===== config.mk =====
export PLATFORM = sky130hd
export DESIGN_NAME = ygr019_trns_ctl_flat
export DESIGN_NICKNAME = d
export VERILOG_FILES = /design/src/rtl/ygr019_trns_ctl_pkg.sv /design/src/rtl/ygr019_trns_ctl_if.sv /design/src/rtl/ygr019_trns_fifo.sv /design/src/rtl/ygr019_trns_ctl.sv /design/src/flat_wrapper.sv
export SDC_FILE = /design/constraint.sdc
export NUM_CORES = 1
export LEC_CHECK = 0
export CORE_ASPECT_RATIO = 0.6
export CORE_MARGIN = 2
export CORE_UTILIZATION = 50
export DETAILED_ROUTE_END_ITERATION = 10
export GPL_TIMING_DRIVEN = 0
export PLACE_DENSITY = 0.77
export SETUP_SLACK_MARGIN = 0.02
export SLEW_MARGIN = 10
export SYNTH_ARGS = -nofsm -noshare
export SYNTH_HDL_FRONTEND = slang
export SYNTH_SLANG_ARGS = --single-unit
export TNS_END_PERCENT = 20

===== constraint.sdc =====
create_clock -name CLK -period 8.3 [get_ports CLK]
set_input_delay 2.075 -clock CLK [delete_from_list [all_inputs] [get_ports CLK]]
set_output_delay 2.075 -clock CLK [all_outputs]
set_load 0.1 [all_outputs]

===== src/rtl/ygr019_trns_ctl_pkg.sv =====
// Shared YGR019 definitions used by the data-transfer sequencer: TRCTL fields,
// DATASTAT layout, DATATRNS idle value and the session state encoding.
package ygr019_trns_ctl_pkg;

  localparam int unsigned DATA_W = 16;
  localparam int unsigned XCNT_W = 16;
  localparam int unsigned TRCTL_W = 4;
  localparam logic [DATA_W-1:0] DATATRNS_INIT = 16'hFFFF;

  typedef struct packed {
    logic rsvd;
    logic flush;
    logic dir;
    logic en;
  } trctl_t;

  typedef struct packed {
    logic [12:0] rsvd;
    logic        dir;
    logic        ful;
    logic        emp;
  } datastat_t;

  typedef enum logic [1:0] {
    TRNS_IDLE   = 2'd0,
    TRNS_ACTIVE = 2'd1,
    TRNS_DRAIN  = 2'd2,
    TRNS_DONE   = 2'd3
  } trns_state_e;

endpackage


===== src/rtl/ygr019_trns_ctl_if.sv =====
// Host/CD-side bus bundle of the transfer sequencer.
// ERR exists only when YGR019_TRNS_ERR_EN is defined.
interface ygr019_trns_ctl_if;
  import ygr019_trns_ctl_pkg::*;

  logic                TRCTL_WR;
  logic [TRCTL_W-1:0]  TRCTL;
  logic [XCNT_W-1:0]   XCNT;
  logic [DATA_W-1:0]   CDD_DI;
  logic                CDD_WR;
  logic                CDD_RD;
  logic [DATA_W-1:0]   CDD_DO;
  logic                CDD_REQ;
  logic                HOST_WR;
  logic [DATA_W-1:0]   HOST_DI;
  logic                HOST_RD;
  logic [DATA_W-1:0]   HOST_DO;
  logic [DATA_W-1:0]   DATASTAT;
  logic                XFER_END;
`ifdef YGR019_TRNS_ERR_EN
  logic                ERR;
`endif

  modport slave (
    input  TRCTL_WR, TRCTL, XCNT, CDD_DI, CDD_WR, CDD_RD, HOST_WR, HOST_DI, HOST_RD,
    output CDD_DO, CDD_REQ, HOST_DO, DATASTAT, XFER_END
`ifdef YGR019_TRNS_ERR_EN
    , output ERR
`endif
  );

  modport master (
    output TRCTL_WR, TRCTL, XCNT, CDD_DI, CDD_WR, CDD_RD, HOST_WR, HOST_DI, HOST_RD,
    input  CDD_DO, CDD_REQ, HOST_DO, DATASTAT, XFER_END
`ifdef YGR019_TRNS_ERR_EN
    , input ERR
`endif
  );

endinterface


===== src/rtl/ygr019_trns_fifo.sv =====
// Synchronous DEPTH x 16 FIFO with flush, occupancy and flags; head is unregistered.
module ygr019_trns_fifo
  import ygr019_trns_ctl_pkg::*;
#(
  parameter int unsigned DEPTH = 8
) (
  input  logic                     clk,
  input  logic                     rst,
  input  logic                     push_i,
  input  logic                     pop_i,
  input  logic                     flush_i,
  input  logic [DATA_W-1:0]        din_i,
  output logic [DATA_W-1:0]        head_o,
  output logic [$clog2(DEPTH):0]   occ_o,
  output logic                     emp_o,
  output logic                     ful_o
);

  localparam int unsigned AW = $clog2(DEPTH);
  localparam int unsigned OW = AW + 1;

  logic [DATA_W-1:0] mem_q [DEPTH];
  logic [AW-1:0]     wr_ptr_q, rd_ptr_q;
  logic [OW-1:0]     occ_q;
  logic              push_ok, pop_ok;

  assign emp_o  = (occ_q == OW'(0));
  assign ful_o  = (occ_q == OW'(DEPTH));
  assign occ_o  = occ_q;
  assign head_o = mem_q[rd_ptr_q];

  // Flush wins over any access in the same cycle.
  assign push_ok = push_i & ~ful_o & ~flush_i;
  assign pop_ok  = pop_i & ~emp_o & ~flush_i;

  always_ff @(posedge clk) begin
    if (push_ok) mem_q[wr_ptr_q] <= din_i;
  end

  always_ff @(posedge clk or posedge rst) begin
    if (rst) begin
      wr_ptr_q <= '0;
      rd_ptr_q <= '0;
      occ_q    <= '0;
    end else if (flush_i) begin
      wr_ptr_q <= '0;
      rd_ptr_q <= '0;
      occ_q    <= '0;
    end else begin
      if (push_ok) wr_ptr_q <= wr_ptr_q + AW'(1);
      if (pop_ok)  rd_ptr_q <= rd_ptr_q + AW'(1);
      case ({push_ok, pop_ok})
        2'b10:   occ_q <= occ_q + OW'(1);
        2'b01:   occ_q <= occ_q - OW'(1);
        default: occ_q <= occ_q;
      endcase
    end
  end

endmodule


===== src/rtl/ygr019_trns_ctl.sv =====
// YGR019 data-transfer sequencer: word-counted TRCTL session over the DATATRNS FIFO.
// Optional sticky ERR flag when YGR019_TRNS_ERR_EN is defined.
module ygr019_trns_ctl
  import ygr019_trns_ctl_pkg::*;
#(
  parameter int unsigned DEPTH = 8
) (
  input  logic              CLK,
  input  logic              RST,
  ygr019_trns_ctl_if.slave  bus
);

  localparam int unsigned OW = $clog2(DEPTH) + 1;

  trns_state_e       state_q, state_d;
  logic [XCNT_W-1:0] cnt_q, cnt_d;
  logic              dir_q, dir_d;
  logic [DATA_W-1:0] host_do_q, host_do_d;
  logic              xfer_end_q, xfer_end_d;

  trctl_t            trctl_c;
  datastat_t         datastat_c;
  logic              unused_rsvd_c;
  logic [DATA_W-1:0] fifo_head;
  logic [OW-1:0]     fifo_occ;
  logic              fifo_emp, fifo_ful;
  logic              session_c, start_c, abort_c, flush_c;
  logic              push_ok_c, pop_ok_c, dec_c, drained_c;

  assign trctl_c       = trctl_t'(bus.TRCTL);
  assign unused_rsvd_c = trctl_c.rsvd;

  assign session_c = (state_q == TRNS_ACTIVE) || (state_q == TRNS_DRAIN);
  assign start_c   = bus.TRCTL_WR & trctl_c.en & (bus.XCNT != XCNT_W'(0));
  assign abort_c   = bus.TRCTL_WR & ~trctl_c.en & session_c;
  assign flush_c   = bus.TRCTL_WR & (trctl_c.flush | start_c | abort_c);

  // Acceptance uses pre-edge occupancy; the DIR-selected side owns each FIFO port.
  assign push_ok_c = ~flush_c & ~fifo_ful & (state_q == TRNS_ACTIVE) &
                     (dir_q ? bus.HOST_WR : bus.CDD_WR);
  assign pop_ok_c  = ~flush_c & ~fifo_emp & (dir_q ? bus.CDD_RD : bus.HOST_RD);
  assign dec_c     = (state_q == TRNS_ACTIVE) & (dir_q ? push_ok_c : pop_ok_c);
  assign drained_c = fifo_emp | ((fifo_occ == OW'(1)) & pop_ok_c);

  ygr019_trns_fifo #(.DEPTH(DEPTH)) u_fifo (
    .clk     (CLK),
    .rst     (RST),
    .push_i  (push_ok_c),
    .pop_i   (pop_ok_c),
    .flush_i (flush_c),
    .din_i   (dir_q ? bus.HOST_DI : bus.CDD_DI),
    .head_o  (fifo_head),
    .occ_o   (fifo_occ),
    .emp_o   (fifo_emp),
    .ful_o   (fifo_ful)
  );

  always_comb begin
    state_d   = state_q;
    cnt_d     = cnt_q;
    dir_d     = dir_q;
    host_do_d = host_do_q;

    if (!dir_q && pop_ok_c)  host_do_d = fifo_head;
    else if (bus.HOST_RD)    host_do_d = DATATRNS_INIT;

    if (start_c) begin
      state_d = TRNS_ACTIVE;
      cnt_d   = bus.XCNT;
      dir_d   = trctl_c.dir;
    end else if (abort_c) begin
      state_d = TRNS_IDLE;
      cnt_d   = '0;
    end else begin
      case (state_q)
        TRNS_ACTIVE: if (dec_c) begin
          cnt_d = cnt_q - XCNT_W'(1);
          if (cnt_q == XCNT_W'(1)) state_d = dir_q ? TRNS_DRAIN : TRNS_DONE;
        end
        TRNS_DRAIN:  if (drained_c) state_d = TRNS_DONE;
        TRNS_DONE:   state_d = TRNS_IDLE;
        default:     state_d = state_q;
      endcase
    end

    xfer_end_d = (state_d == TRNS_DONE);
  end

  always_ff @(posedge CLK or posedge RST) begin
    if (RST) begin
      state_q    <= TRNS_IDLE;
      cnt_q      <= '0;
      dir_q      <= 1'b0;
      host_do_q  <= DATATRNS_INIT;
      xfer_end_q <= 1'b0;
    end else begin
      state_q    <= state_d;
      cnt_q      <= cnt_d;
      dir_q      <= dir_d;
      host_do_q  <= host_do_d;
      xfer_end_q <= xfer_end_d;
    end
  end

`ifdef YGR019_TRNS_ERR_EN
  logic err_q, err_d;

  always_comb begin
    err_d = err_q;
    if (bus.TRCTL_WR && trctl_c.en) err_d = 1'b0;
    else if (((bus.CDD_WR || bus.HOST_WR) && fifo_ful) ||
             (bus.HOST_RD && fifo_emp && (state_q == TRNS_ACTIVE))) err_d = 1'b1;
  end

  always_ff @(posedge CLK or posedge RST) begin
    if (RST) err_q <= 1'b0;
    else     err_q <= err_d;
  end

  assign bus.ERR = err_q;
`endif

  assign datastat_c = '{rsvd: '0, dir: dir_q, ful: fifo_ful, emp: fifo_emp};

  assign bus.DATASTAT = datastat_c;
  assign bus.HOST_DO  = host_do_q;
  assign bus.XFER_END = xfer_end_q;
  assign bus.CDD_DO   = fifo_emp ? DATATRNS_INIT : fifo_head;
  assign bus.CDD_REQ  = dir_q ? (session_c & ~fifo_emp)
                              : ((state_q == TRNS_ACTIVE) & ~fifo_ful);

endmodule


===== src/flat_wrapper.sv =====
// flat-port wrapper written by rule: the top's interface ports become plain ports
module ygr019_trns_ctl_flat import ygr019_trns_ctl_pkg::*;
#(
  parameter int unsigned DEPTH = 8
)
  (CLK, RST, bus_TRCTL_WR, bus_TRCTL, bus_XCNT, bus_CDD_DI, bus_CDD_WR, bus_CDD_RD, bus_HOST_WR, bus_HOST_DI, bus_HOST_RD, bus_CDD_DO, bus_CDD_REQ, bus_HOST_DO, bus_DATASTAT, bus_XFER_END);
  ygr019_trns_ctl_if bus_i ();
  input  logic CLK;
  input  logic RST;
  input wire logic [$bits(bus_i.TRCTL_WR)-1:0] bus_TRCTL_WR;
  input wire logic [$bits(bus_i.TRCTL)-1:0] bus_TRCTL;
  input wire logic [$bits(bus_i.XCNT)-1:0] bus_XCNT;
  input wire logic [$bits(bus_i.CDD_DI)-1:0] bus_CDD_DI;
  input wire logic [$bits(bus_i.CDD_WR)-1:0] bus_CDD_WR;
  input wire logic [$bits(bus_i.CDD_RD)-1:0] bus_CDD_RD;
  input wire logic [$bits(bus_i.HOST_WR)-1:0] bus_HOST_WR;
  input wire logic [$bits(bus_i.HOST_DI)-1:0] bus_HOST_DI;
  input wire logic [$bits(bus_i.HOST_RD)-1:0] bus_HOST_RD;
  output wire logic [$bits(bus_i.CDD_DO)-1:0] bus_CDD_DO;
  output wire logic [$bits(bus_i.CDD_REQ)-1:0] bus_CDD_REQ;
  output wire logic [$bits(bus_i.HOST_DO)-1:0] bus_HOST_DO;
  output wire logic [$bits(bus_i.DATASTAT)-1:0] bus_DATASTAT;
  output wire logic [$bits(bus_i.XFER_END)-1:0] bus_XFER_END;
  assign bus_i.TRCTL_WR = bus_TRCTL_WR;
  assign bus_i.TRCTL = bus_TRCTL;
  assign bus_i.XCNT = bus_XCNT;
  assign bus_i.CDD_DI = bus_CDD_DI;
  assign bus_i.CDD_WR = bus_CDD_WR;
  assign bus_i.CDD_RD = bus_CDD_RD;
  assign bus_i.HOST_WR = bus_HOST_WR;
  assign bus_i.HOST_DI = bus_HOST_DI;
  assign bus_i.HOST_RD = bus_HOST_RD;
  assign bus_CDD_DO = bus_i.CDD_DO;
  assign bus_CDD_REQ = bus_i.CDD_REQ;
  assign bus_HOST_DO = bus_i.HOST_DO;
  assign bus_DATASTAT = bus_i.DATASTAT;
  assign bus_XFER_END = bus_i.XFER_END;
  ygr019_trns_ctl #(.DEPTH(DEPTH)) u_core (.CLK(CLK), .RST(RST), .bus(bus_i));
endmodule

# Yosys cells after proc, flatten, opt, wreduce, memory -nomap -nowiden
# Memories as Yosys holds them, arrays and structs flattened.
# Cells that the tools add are included.
# classes
addsub	5
mul	0
n_div	0
magnitude_cmp	0
eq_ne	9
shift	0
mux	27
bitwise_logic	25
n_reduce_logical	12
# op_table
op	count
$mux W16	8
$and A1 B1 Y1	18
$eq A16 B1 Y1 const B	1
$reduce_bool A16 Y1	1
$sub A16 B1 Y16 const B	1
$mux W3	4
$mux W2	5
$reduce_bool A3 Y1	3
$eq A2 B2 Y1 const B	4
$pmux W4 S2	1
$mux W1	7
$add A3 B1 Y3 const B	2
$pmux W2 S3	1
$reduce_bool A2 Y1	3
$add A4 B1 Y4 const B	1
$eq A2 B1 Y1 const B	2
$eq A4 B1 Y1 const B	1
$eq A4 B4 Y1 const B	1
$logic_not A4 Y1	1
$mux W4	1
$not A1 Y1	4
$sub A4 B1 Y4 const B	1
$or A1 B1 Y1	3
$reduce_and A2 Y1	1
other kinds (3)	3
# totals
ff_bits	46
latchBits	0
mem_bits_rw	128
mem_bits_ro	0
inputBits	59
elab_cells	87
mem_count	1
# mem_list
name	words	word_bits	rd	rd_clocked_by_memory_dff	write_ports	line_no	text
u_core.u_fifo.mem_q	8	16	1	0	1	ygr019_trns_fifo.sv:22	logic [DATA_W-1:0] mem_q [DEPTH];

# Longest topological paths before layout
# logic_depth
depth_word	16
mapped_depth	11
depth_no_buf	11

# By module
# A second synthesis with hierarchy kept.
# unflattened
cells_unflattened	547
hier_area_um2	8136.6
# by_module_without_submodules
module	instances	cells_each	area_per_inst_um2	seq_area_each_um2
ygr019_trns_fifo	1	264	5520.3	4093.9
ygr019_trns_ctl	1	283	2616.3	920.9

# Worst setup path after synthesis
# Ideal clock, no wire load.
# synth_timing
path_kind	input port to flip-flop
start	input port bus_XCNT[2]
end	memory u_core.u_fifo.mem_q[2][0] (enable)
arrival_ns	5.015
path_slack_ns	2.849
path_stages	6
n_path_buf	0
path_cell_list	nor4_1 a41o_1 nand3_1 nor2_1 inv_2 nor4b_1
# synth_between
elab_chain_cells	13
# synth_lines
element	line_no	text
start: declaration	flat_wrapper.sv:12	input wire logic [$bits(bus_i.XCNT)-1:0] bus_XCNT;
$reduce_bool A16 Y1 (*)	ygr019_trns_ctl.sv:34	assign start_c = bus.TRCTL_WR & trctl_c.en & (bus.XCNT != XCNT_W'(0));
$and A1 B1 Y1 (*)	ygr019_trns_ctl.sv:34	
$or A1 B1 Y1 (*) (2 in a row)	ygr019_trns_ctl.sv:36	assign flush_c = bus.TRCTL_WR & (trctl_c.flush | start_c | abort_c);
$and A1 B1 Y1 (*)	ygr019_trns_ctl.sv:36	
$not A1 Y1 (*)	ygr019_trns_fifo.sv:33, ygr019_trns_ctl.sv:39	
$and A1 B1 Y1 (3 in a row)	ygr019_trns_ctl.sv:39	assign push_ok_c = ~flush_c & ~fifo_ful & (state_q == TRNS_ACTIVE) &
$and A1 B1 Y1	ygr019_trns_fifo.sv:33	assign push_ok = push_i & ~ful_o & ~flush_i;
$and A1 B1 Y1 (*)	ygr019_trns_fifo.sv:33	
$mux W1 (*)	ygr019_trns_fifo.sv:37	if (push_ok) mem_q[wr_ptr_q] <= din_i;
$mux W1 (not written as such) (*)	ygr019_trns_fifo.sv:37	
end: declaration	ygr019_trns_fifo.sv:22	
# Mark *: on every way between the ends. The rest lies on a longest branch, timed or not.

# Final worst setup path
# layout_timing
start	register u_core.u_fifo.rd_ptr_q[0]
end	output port bus_CDD_DO[9]
# layout_between
elab_chain_cells	2
# layout_lines
element	line_no	text
start: declaration	ygr019_trns_fifo.sv:23	logic [AW-1:0] wr_ptr_q, rd_ptr_q;
start signal: assignment	ygr019_trns_fifo.sv:51	if (pop_ok) rd_ptr_q <= rd_ptr_q + AW'(1);
$mem_v2 Z8 W16	n/a	
$mux W16	ygr019_trns_ctl.sv:128	assign bus.CDD_DO = fifo_emp ? DATATRNS_INIT : fifo_head;
end: declaration	flat_wrapper.sv:19	output wire logic [$bits(bus_i.CDD_DO)-1:0] bus_CDD_DO;
# No other way between the ends.

==> summary.txt <==
Outcome
  – Status: completed

Floorplan
  – Die height: 100 um
  – Die ar.: 0.0165 mm^2
  – Chip Width: 164 um
  – Core ar.: 0.0152 mm^2
  – Initial Utilization: 50.7%
  – Std-Cell Rows: 35
  – IO Count: 109

STA
  – Worst rel slew slack: 34.1%
  – Slew Viols, Final: 0
  – Post-Route Skew: 8.31 ps
  – Final period utilization: 70.5%
  – Fin worst setup slack: 2450 ps
  – Hold slack: 493 ps
  – Crit path time final: 5850 ps
  – RSZ-0062 raised after global routing: false
  – Final setup fails: 0
  – Setup TNS: 0 ps
  – Final Hold Vio Count: 0
  – Worst Tran Pin Value: 981 ps
  – Fmax: 0.171 GHz

Setup path
  – Setup crit start: u_core.u_fifo.rd_ptr_q[0]
  – Startpoint types: flop
  – Worst Setup Path Type: flop to primary output
  – Register-to-register setup slack: 4760 ps
  – CP max FO: 10
  – FF-to-FF Start: u_core.state_q[0]
  – Crit path DAT: 3770 ps
  – R2R cell count: 9
  – RR Endpoint: u_core.u_fifo.mem_q[4][10]
  – Worst path required time: 6230 ps
  – Worst setup path endpoint: bus_CDD_DO[9]
  – Critical path capture point type: primary output

Yosys
  – FFs w/ async S/R, synth: 26.4%
  – Top-count cell post-synth: edfxtp_1
  – Post-synth EDFFs: 128
  – Synth top area cells: edfxtp_1 (50%), dfrtp_1 (9.7%), mux4_2 (9.3%)
  – Mean post-synth cell area: 14.8 um^2
  – Cell Area, Synth: 0.00771 mm^2
  – Most common library cells after synthesis: edfxtp_1 (128), nand2_1 (51), nor2_1 (41), mux4_2 (32), dfrtp_1 (30)
  – Synth Warn #: 0
  – Synth Instances: 520
  – Main synth FF type: edfxtp_1
  – Sequential fraction of the synthesis area: 65.0%
  – Share of the synthesized area in the top cell type: 49.8%
  – Cell taking the most area after synthesis: edfxtp_1
  – Synth unique cells: 56
  – Synth Register Bits: 174

Drt
  – DR WL/cell: 20.1 um
  – Vias: 4955
  – Antenna viol nets, final: 0
  – WL final: 17.6 mm
  – First drt pass iteration count: 5
  – Post-route DRC: 0
  – Via density: 5.66
  – DR iter-0 viols: 423

Placement
  – Pre-CTS WS: 2620 ps
  – RePlAce Congestion: 0.927
  – DP Wirelength: 12.6 mm
  – Port bufs: 93

Clock tree
  – H-Tree Level Count: 4
  – Num CTS Buffers: 17
  – CTS sink count: 174
  – CTS root buffer: clkbuf_16
  – Worst-Skew Late Latency: 440 ps
  – Hold Buf Count CTS: 0
  – Clock Tree Buf Depth: 2
  – Clock transition at the registers of the reported paths: 70 ps
  – Resized Gates After CTS: 0
  – Setup Buffers After CTS: 0
  – CTS tree: yes

Finish
  – Ant diodes: 0
  – Nets: 730
  – Area growth, synth to finish: 26.7%
  – Final core area utilization: 64.3%
  – Layout cells sized above 1: 22.7%

Flow run
  – Max-cap violations: 0

GRT
  – GRT Residual Overflow: 0
  – GRT Overall Usage: 22.8%
  – Vias in the first global route: 4973
  – First-pass GRT wire length: 27.4 mm
  – Largest net degree at the start of global routing: 26
  – Initial antenna violation count: 0

Power and ir drop
  – Pwr per Cell Area: 307 mW/mm^2
  – P_leak: 3.42 nW
  – Final total power: 0.00300 W
  – Peak VDD IR: 0.339 mV

Hold path
  – Worst Hold Class: flop to flop
## metal layers
| layer | share of wire [%] | global-route usage (%) | up-vias | wire length [um] |
|---|---|---|---|---|
| li1 | - | - | 2217 | - |
| met1 | 44 | 32.7 | 2472 | 7690 |
| met2 | 45 | 34.4 | 237 | 7980 |
| met3 | 9.7 | 6.12 | 29 | 1720 |
| met4 | 1.4 | 6.95 | 0 | 250 |
| met5 | 0 | 0 | - | 0 |
## sequential cells by signal (all words and copies together) (netlist names)
| name | cells |
|---|---|
| u_core.u_fifo.mem_q | 128 |
| u_core.bus.HOST_DO | 16 |
| u_core.cnt_q | 16 |
| u_core.u_fifo.occ_o | 4 |
| u_core.u_fifo.rd_ptr_q | 3 |
| u_core.u_fifo.wr_ptr_q | 3 |
| u_core.state_q | 2 |
| u_core.bus.XFER_END | 1 |
| u_core.dir_q | 1 |
## critical path, stage by stage (launching register included)
cell and delay [ps]:
dfrtp_1 360, clkbuf_1 330, buf_2 480, mux4_2 580
mux2i_1 470, nand2_1 110, clkdlybuf4s50_1 990
## metrics by stage
| step | instance area (um^2) | instances |
|---|---|---|
| global route | 9770 | 876 |
| finish | 9770 | 876 |
| global placement | 8940 | 828 |
| floorplan | 7760 | 532 |
| detailed placement | 9140 | 844 |
| CTS | 9770 | 876 |
## kinds of logic (layout without fill, tap and decap cells)
group / count (synthesis) / after routing / synth area share (%)
DFF: 174 / 174 / 65.0
adders and majority gates: 11 / 11 / 1.78
AOI/OAI and AO/OA: 50 / 50 / 3.86
other: 1 / 13 / 0.0486
and+or+nand+nor: 146 / 146 / 9.35
buffers and inverters: 49 / 190 / 3.25
muxes: 68 / 68 / 14.3
xor gates and xnor gates: 21 / 21 / 2.39
## layout make-up
type                    count  area (um^2)
inverters                  11         41.3
flip-flops and latches    174         5010
repair buffers            109         1090
clock inverters            15          204
plain buffers              38          209
well taps                 203          254
clock buffers              17          425
fillers                  1075         5430
multi-input cells         309         2530
## cell usage in the layout, fill, tap and decap left out, types with 7 or more instances in the layout
| cell | n |
|---|---|
| ha_1 | 11 |
| clkbuf_1 | 14 |
| clkbuf_16 | 17 |
| xor2_1 | 11 |
| nor2_1 | 40 |
| mux4_2 | 32 |
| xnor2_1 | 10 |
| nor4_1 | 7 |
| mux2_2 | 17 |
| dfstp_2 | 16 |
| edfxtp_1 | 128 |
| dfrtp_1 | 30 |
| o21ai_0 | 16 |
| mux2i_1 | 19 |
| nand3_1 | 12 |
| a21oi_1 | 21 |
| buf_4 | 27 |
| clkdlybuf4s50_1 | 93 |
| nand2_1 | 51 |
| inv_1 | 9 |
| conb_1 | 13 |
## where the power goes
| part | total, W | switching [W] | internal [W] |
|---|---|---|---|
| clock network | 0.000825 | 0.000408 | 0.000417 |
| logic | 0.00110 | 0.000775 | 0.000326 |
| registers | 0.00108 | 0.0000535 | 0.00102 |
## worst min path at each step
stage	startpoint	endpoint	slack [ps]	depth (start not counted)
after detailed placement	u_core.bus.HOST_DO[13]	u_core.bus.HOST_DO[13]	480	2
after global routing	u_core.bus.HOST_DO[13]	u_core.bus.HOST_DO[13]	510	2
after CTS	u_core.bus.HOST_DO[13]	u_core.bus.HOST_DO[13]	500	2
after global placement	u_core.bus.HOST_DO[13]	u_core.bus.HOST_DO[13]	480	2
final	u_core.bus.HOST_DO[13]	u_core.bus.HOST_DO[13]	490	2
after floorplan	u_core.u_fifo.occ_o[3]	u_core.u_fifo.occ_o[3]	530	2
No activity file was read; power rests on OpenSTA's default activity.
